**config.mk**
```make
export PLATFORM = sky130hd
export DESIGN_NAME = systolic_skew_feeder
export DESIGN_NICKNAME = d
export VERILOG_FILES = /design/src/rtl/systolic_skew_feeder.sv
export SDC_FILE = /design/constraint.sdc
export NUM_CORES = 1
export LEC_CHECK = 0
export CORE_UTILIZATION = 63
export DETAILED_ROUTE_END_ITERATION = 6
export PLACE_DENSITY = 0.94
export REMOVE_ABC_BUFFERS = 1
export SLEW_MARGIN = 10
export SYNTH_ARGS = -nofsm -noshare
export SYNTH_HDL_FRONTEND = slang
export SYNTH_SLANG_ARGS = --single-unit
export TNS_END_PERCENT = 50
```
**constraint.sdc**
```tcl
create_clock -name clk -period 20.2 [get_ports clk]
set_clock_uncertainty 0.1 [all_clocks]
set_input_delay 6.06 -clock clk [delete_from_list [all_inputs] [get_ports clk]]
set_output_delay 6.06 -clock clk [all_outputs]
set_load 0.05 [all_outputs]
```
**src/rtl/systolic_skew_feeder.sv**
```systemverilog
// -----------------------------------------------------------------------------
// systolic_skew_feeder
//
// Upstream stage of an N-row systolic PE array. A tile of up to K_MAX
// activation column-vectors is collected over a valid/ready stream. On start,
// the tile is replayed onto the array's west inputs with row r delayed by r
// cycles, forming the diagonal wavefront the array expects.
//
// Handshake: a beat transfers on a rising edge where in_valid && in_ready.
// in_ready depends only on the FSM state, never on in_valid. A source that
// sees in_ready=0 must hold in_data/in_last stable until the beat transfers.
//
// Ports:
//   clk       rising-edge clock
//   rst       asynchronous reset, active-high
//   in_valid  in_data beat valid
//   in_ready  feeder can accept a beat (high in IDLE and FILL)
//   in_data   one column-vector; element r in [r*DW +: DW] is for row r
//   in_last   final beat of the tile
//   start     begin streaming the loaded tile (honoured only in LOADED)
//   flush     (FEEDER_REPLAY_EN only) drop the loaded tile while in LOADED
//   out_west  skewed row data; slice r drives the west input of row r
//   compute   array compute enable, aligned with out_west
//   done      one-cycle pulse on the cycle after the last streamed step
//   tile_len  number of beats currently loaded
//
// Optional feature macro: FEEDER_REPLAY_EN. When defined, a finished run
// returns to LOADED with the tile kept, so another start replays it, and the
// flush input discards the tile. When undefined, a run always returns to IDLE
// and clears the tile.
//
// The FSM state is held in the internal signal 'state' for probing.
// -----------------------------------------------------------------------------
module systolic_skew_feeder #(
    parameter int DW    = 16,
    parameter int N     = 3,
    parameter int K_MAX = 8,
    localparam int LW   = $clog2(K_MAX + 1),
    localparam int TW   = $clog2(K_MAX + N),
    localparam int AW   = (K_MAX > 1) ? $clog2(K_MAX) : 1
) (
    input  logic            clk,
    input  logic            rst,
    input  logic            in_valid,
    output logic            in_ready,
    input  logic [N*DW-1:0] in_data,
    input  logic            in_last,
    input  logic            start,
`ifdef FEEDER_REPLAY_EN
    input  logic            flush,
`endif
    output logic [N*DW-1:0] out_west,
    output logic            compute,
    output logic            done,
    output logic [LW-1:0]   tile_len
);

    typedef enum logic [1:0] {
        IDLE   = 2'd0,
        FILL   = 2'd1,
        LOADED = 2'd2,
        RUN    = 2'd3
    } state_t;

    state_t          state;
    logic [TW-1:0]   t;
    logic [N*DW-1:0] buf_mem [K_MAX];
    logic [N*DW-1:0] west_next;
    logic [AW-1:0]   wr_addr;
    logic            accept;
    logic            last_step;

    assign in_ready = (state == IDLE) || (state == FILL);
    assign accept   = in_valid && in_ready;

    // tile_len doubles as the write pointer; the first beat always lands at 0.
    assign wr_addr = (state == IDLE) ? '0 : tile_len[AW-1:0];

    // Final step registers t = tile_len + N - 2, so compute is high for
    // tile_len + N - 1 cycles and the last row's last element gets out.
    assign last_step = (int'(t) == int'(tile_len) + N - 2);

    // Row r shows element t-r of the tile; outside the tile it shows zero.
    always_comb begin
        west_next = '0;
        for (int r = 0; r < N; r++) begin : g_row
            int k;
            k = int'(t) - r;
            if (k >= 0 && k < int'(tile_len)) begin
                west_next[r*DW +: DW] = buf_mem[k[AW-1:0]][r*DW +: DW];
            end
        end
    end

    // Tile storage has no reset: its contents only matter below tile_len.
    always_ff @(posedge clk) begin
        if (accept) begin
            buf_mem[wr_addr] <= in_data;
        end
    end

    always_ff @(posedge clk or posedge rst) begin
        if (rst) begin
            state    <= IDLE;
            tile_len <= '0;
            t        <= '0;
            out_west <= '0;
            compute  <= 1'b0;
            done     <= 1'b0;
        end else begin
            out_west <= '0;
            compute  <= 1'b0;
            // compute still high outside RUN means the last step just ended.
            done     <= compute && (state != RUN);

            case (state)
                IDLE: begin
                    if (accept) begin
                        tile_len <= LW'(1);
                        state    <= (in_last || K_MAX == 1) ? LOADED : FILL;
                    end
                end

                FILL: begin
                    if (accept) begin
                        tile_len <= tile_len + LW'(1);
                        // A full buffer closes the tile regardless of in_last.
                        if (in_last || tile_len == LW'(K_MAX - 1)) begin
                            state <= LOADED;
                        end
                    end
                end

                LOADED: begin
                    if (start) begin
                        state <= RUN;
                        t     <= '0;
                    end
`ifdef FEEDER_REPLAY_EN
                    else if (flush) begin
                        state    <= IDLE;
                        tile_len <= '0;
                    end
`endif
                end

                RUN: begin
                    out_west <= west_next;
                    compute  <= 1'b1;
                    if (last_step) begin
                        t <= '0;
`ifdef FEEDER_REPLAY_EN
                        state <= LOADED;
`else
                        state    <= IDLE;
                        tile_len <= '0;
`endif
                    end else begin
                        t <= t + TW'(1);
                    end
                end

                default: state <= IDLE;
            endcase
        end
    end

endmodule

```
==> reports/results.tsv <==
stage	metric	value	unit
yosys	ys flop type	edfxtp_1	
timing	Hold Fails Final Rpt	0	
global_route	Total Routing Usage GR	30.4	%
final_layout	area grow syn2layout	16.7	%
final_layout	Final Cell Area	0.0198	sq mm
cts	H-tree levels	2	
cts	Num CTS Buffers	43	
die	# IOs	108	
routing	Avg WL per Cell	30.0	um
placement	IO Port Bufs	107	
global_route	vias in the first global route	9491	
worst_setup_path	crit path DAT	2610	ps
routing	routed via count	9135	
final_layout	post-route insts no fill	1349	
routing	initial DRC count	1345	
pwr	Net Sw Power	0.000748	W
cts	TritonCTS Sinks	444	
die	Chip Width	166	um
job	Max-Cap Viols	0	
yosys	EDFF count, synth	384	
cts	PostCTS Resize Cnt	0	
timing	fmax	0.114	GHz
placement	hpwl dp	21300	um
placement	Placement Cell Area	0.0184	sq mm
routing	DRC viols	5	
final_layout	share of cells above drive strength 1	19.7	%
cts	CTS Buffer Depth	3	
timing	Worst Tran Pin Value	1060	ps
pwr	power share of the clock group	31.3	%
pwr	Pwr Total	0.00248	W
worst_setup_path	CP endpoint kind	output port	
status	failing checks	DRC	
routing	ANT nets after route	0	
yosys	cell taking the most area after synthesis	edfxtp_1	
cts	CTS Root Cell	clkbuf_16	
timing	setup TNS	0	ps
timing	PnR worst setup slack	11430	ps
die	Placeable Area	0.0262	sq mm
die	Die ar.	0.0275	sq mm
worst_setup_path	worst-path fanout max	12	
yosys	Synth top area share	68.1	%
pwr	Internal	0.00173	W
timing	Slew Viols, Final	0	
yosys	sequential area share after synthesis	77.0	%
yosys	synth unique cells	42	
global_route	pin count of the biggest net entering global routing	70	
pwr	worst vdd ir	0.0732	mV
placement	routability cong.	0.806	
yosys	#FFs+latches synth	444	
pwr	Comb pwr share	24.0	%
final_layout	Fill cells	1263	
timing	Final min period	8770	ps
yosys	syn avg cell area	19.9	sq um
cts	clk_lat worst skew	540	ps
hold_path	Worst Hold Class	reg -> reg	
cts	CTS clk-pin slew, worst paths	60	ps
pwr	Sw Ratio	30.1	%
yosys	fraction of registers with async set or reset after synthesis	13.5	%
timing	RSZ-0062 raised after global routing	no	
placement	placed instance count	1272	
die	Initial Util	64.6	%
worst_setup_path	CP Class	reg -> out	
pwr	Pwr Density	126	mW/mm^2
worst_setup_path	CP Launch Type	flop	
routing	Pre-antenna DRT Iters	7	
yosys	Syn Std Cell Area	0.0169	sq mm
cts	Post-CTS Setup Bufs	0	
yosys	Post-Syn Instances	852	
global_route	initial antenna violation count	0	
global_route	GRT overflow	0	
worst_setup_path	Req. time, crit path	14040	ps
routing	final WL	40500	um
die	number of cell rows	59	
pwr	Leak	6.63	nW
timing	fin crit share	43.4	%
global_route	first-pass GRT wire length	60700	um
placement	pre-CTS WS	11540	ps
yosys	yosys warns	0	
routing	Vias/cell	6.77	
status	status	complete, but fails checks	
die	Die H	166	um
cts	TritonCTS clock tree	done	
final_layout	antenna fix cells	0	
timing	Worst slew margin	29.4	%
timing	final setup violation count	0	
cts	CTS Hold Bufs	0	
yosys	top cells by area, synth	edfxtp_1, mux4_2, dfrtp_1, nand2_1, ha_1	
pwr	Reg power frac	44.7	%
final_layout	# nets final	1057	
==> sequential cells by signal, summed over array words and instances (netlist names) <==
| register | flops |
|---|---|
| buf_mem | 384 |
| compute | 1 |
| done | 1 |
| out_west | 48 |
| state | 2 |
| t | 4 |
| tile_len | 4 |
==> final timing paths <==
path,endpoint,start,slack (ps),cells after the start
hold reg to reg,done$_DFF_PP0_,compute$_DFF_PP0_,420,1
setup / recovery,in_ready,state[1]$_DFFE_PP0P_,11430,5
hold / removal,done$_DFF_PP0_,compute$_DFF_PP0_,420,1
max in group asynchronous,t[0]$_DFFE_PP0P_,rst,13320,3
setup reg to reg,out_west[33]$_DFF_PP0_,t[2]$_DFFE_PP0P_,15650,11
min in group asynchronous,out_west[26]$_DFF_PP0_,rst,6030,3
==> synth_stat cells (5+ instances only) <==
cell type  instances
buf_1              5
o21ai_0            6
buf_2             10
nor2_1             6
buf_4              6
inv_1             11
inv_2              5
nand3_1            6
nand2_1          111
nand2b_1           5
ha_1              22
edfxtp_1         384
clkbuf_1          18
a21oi_1           48
o21ai_1            6
mux2i_1            5
mux4_2            96
dfrtp_1           60
==> cell type report <==
| type | instances | area, sq um | share of cell area [%] |
|---|---|---|---|
| multi-input combinational | 352 | 3690 | 18.7 |
| tap | 335 | 419 | 2.12 |
| sequential | 444 | 13000 | 66.0 |
| clock inverter | 14 | 73.8 | 0.374 |
| inverter | 16 | 60.1 | 0.304 |
| timing repair buffer | 125 | 1210 | 6.10 |
| clock buffer | 63 | 1270 | 6.44 |
==> power by group through the flow <==
stage,clock (W),combinational (W),sequential (W)
after floorplan,0,0.000324,0.00120
after global placement,0,0.000542,0.00112
after detailed placement,0,0.000574,0.00112
after CTS,0.000777,0.000592,0.00111
after global routing,0.000811,0.000629,0.00112
final,0.000776,0.000596,0.00111
==> per-layer routing <==
layer | GRT usage [%] | wire length (um) | vias up
li1 | - | - | 3633
met1 | 39.9 | 14000 | 4611
met2 | 51.1 | 20900 | 746
met3 | 5.22 | 3960 | 145
met4 | 12.8 | 1680 | 0
met5 | 0 | 0 | -
==> cells in the final DEF (no fill, tap or decap), drive strengths merged, types with 2 or more instances in the layout <==
cell           synthesis  routed
edfxtp               384     384
nand2                111     111
clkdlybuf4s50          0     107
mux4                  96      96
clkbuf                18      63
dfrtp                 60      60
a21oi                 48      48
ha                    22      22
buf                   22      18
inv                   16      17
o21ai                 12      12
clkinv                 0      11
nand3                  7       7
nor2                   6       6
nand2b                 5       5
mux2i                  5       5
nor2b                  4       4
a22o                   4       4
xnor2                  4       4
nor3                   4       4
nand3b                 3       3
nor4                   3       3
o21a                   3       3
xor2                   2       2
clkinvlp               0       2
==> cell families after synthesis <==
group	synth area share, %
compound gates	2.80
fa+ha+maj	1.63
mux	13.1
buf+inv	1.49
flops	77.0
simple gates	3.69
xor+xnor	0.355
==> worst max-delay path, cell delays in order (launching register included) <==
cell and delay [ps]:
dfrtp_1 400, inv_1 110, ha_1 510, nor2_1 180, inv_1 80, clkdlybuf4s50_1 790
==> stage by stage <==
step | util (%) | hold WS, ps
5_1_grt | 75.4 | 478
4_1_cts | 75.4 | 421
3_5_place_dp | 70.3 | 408
2_1_floorplan | - | 460
6_report | 75.4 | 415
3_3_place_gp | 70.3 | 384
No activity file was read; power rests on OpenSTA's default activity.
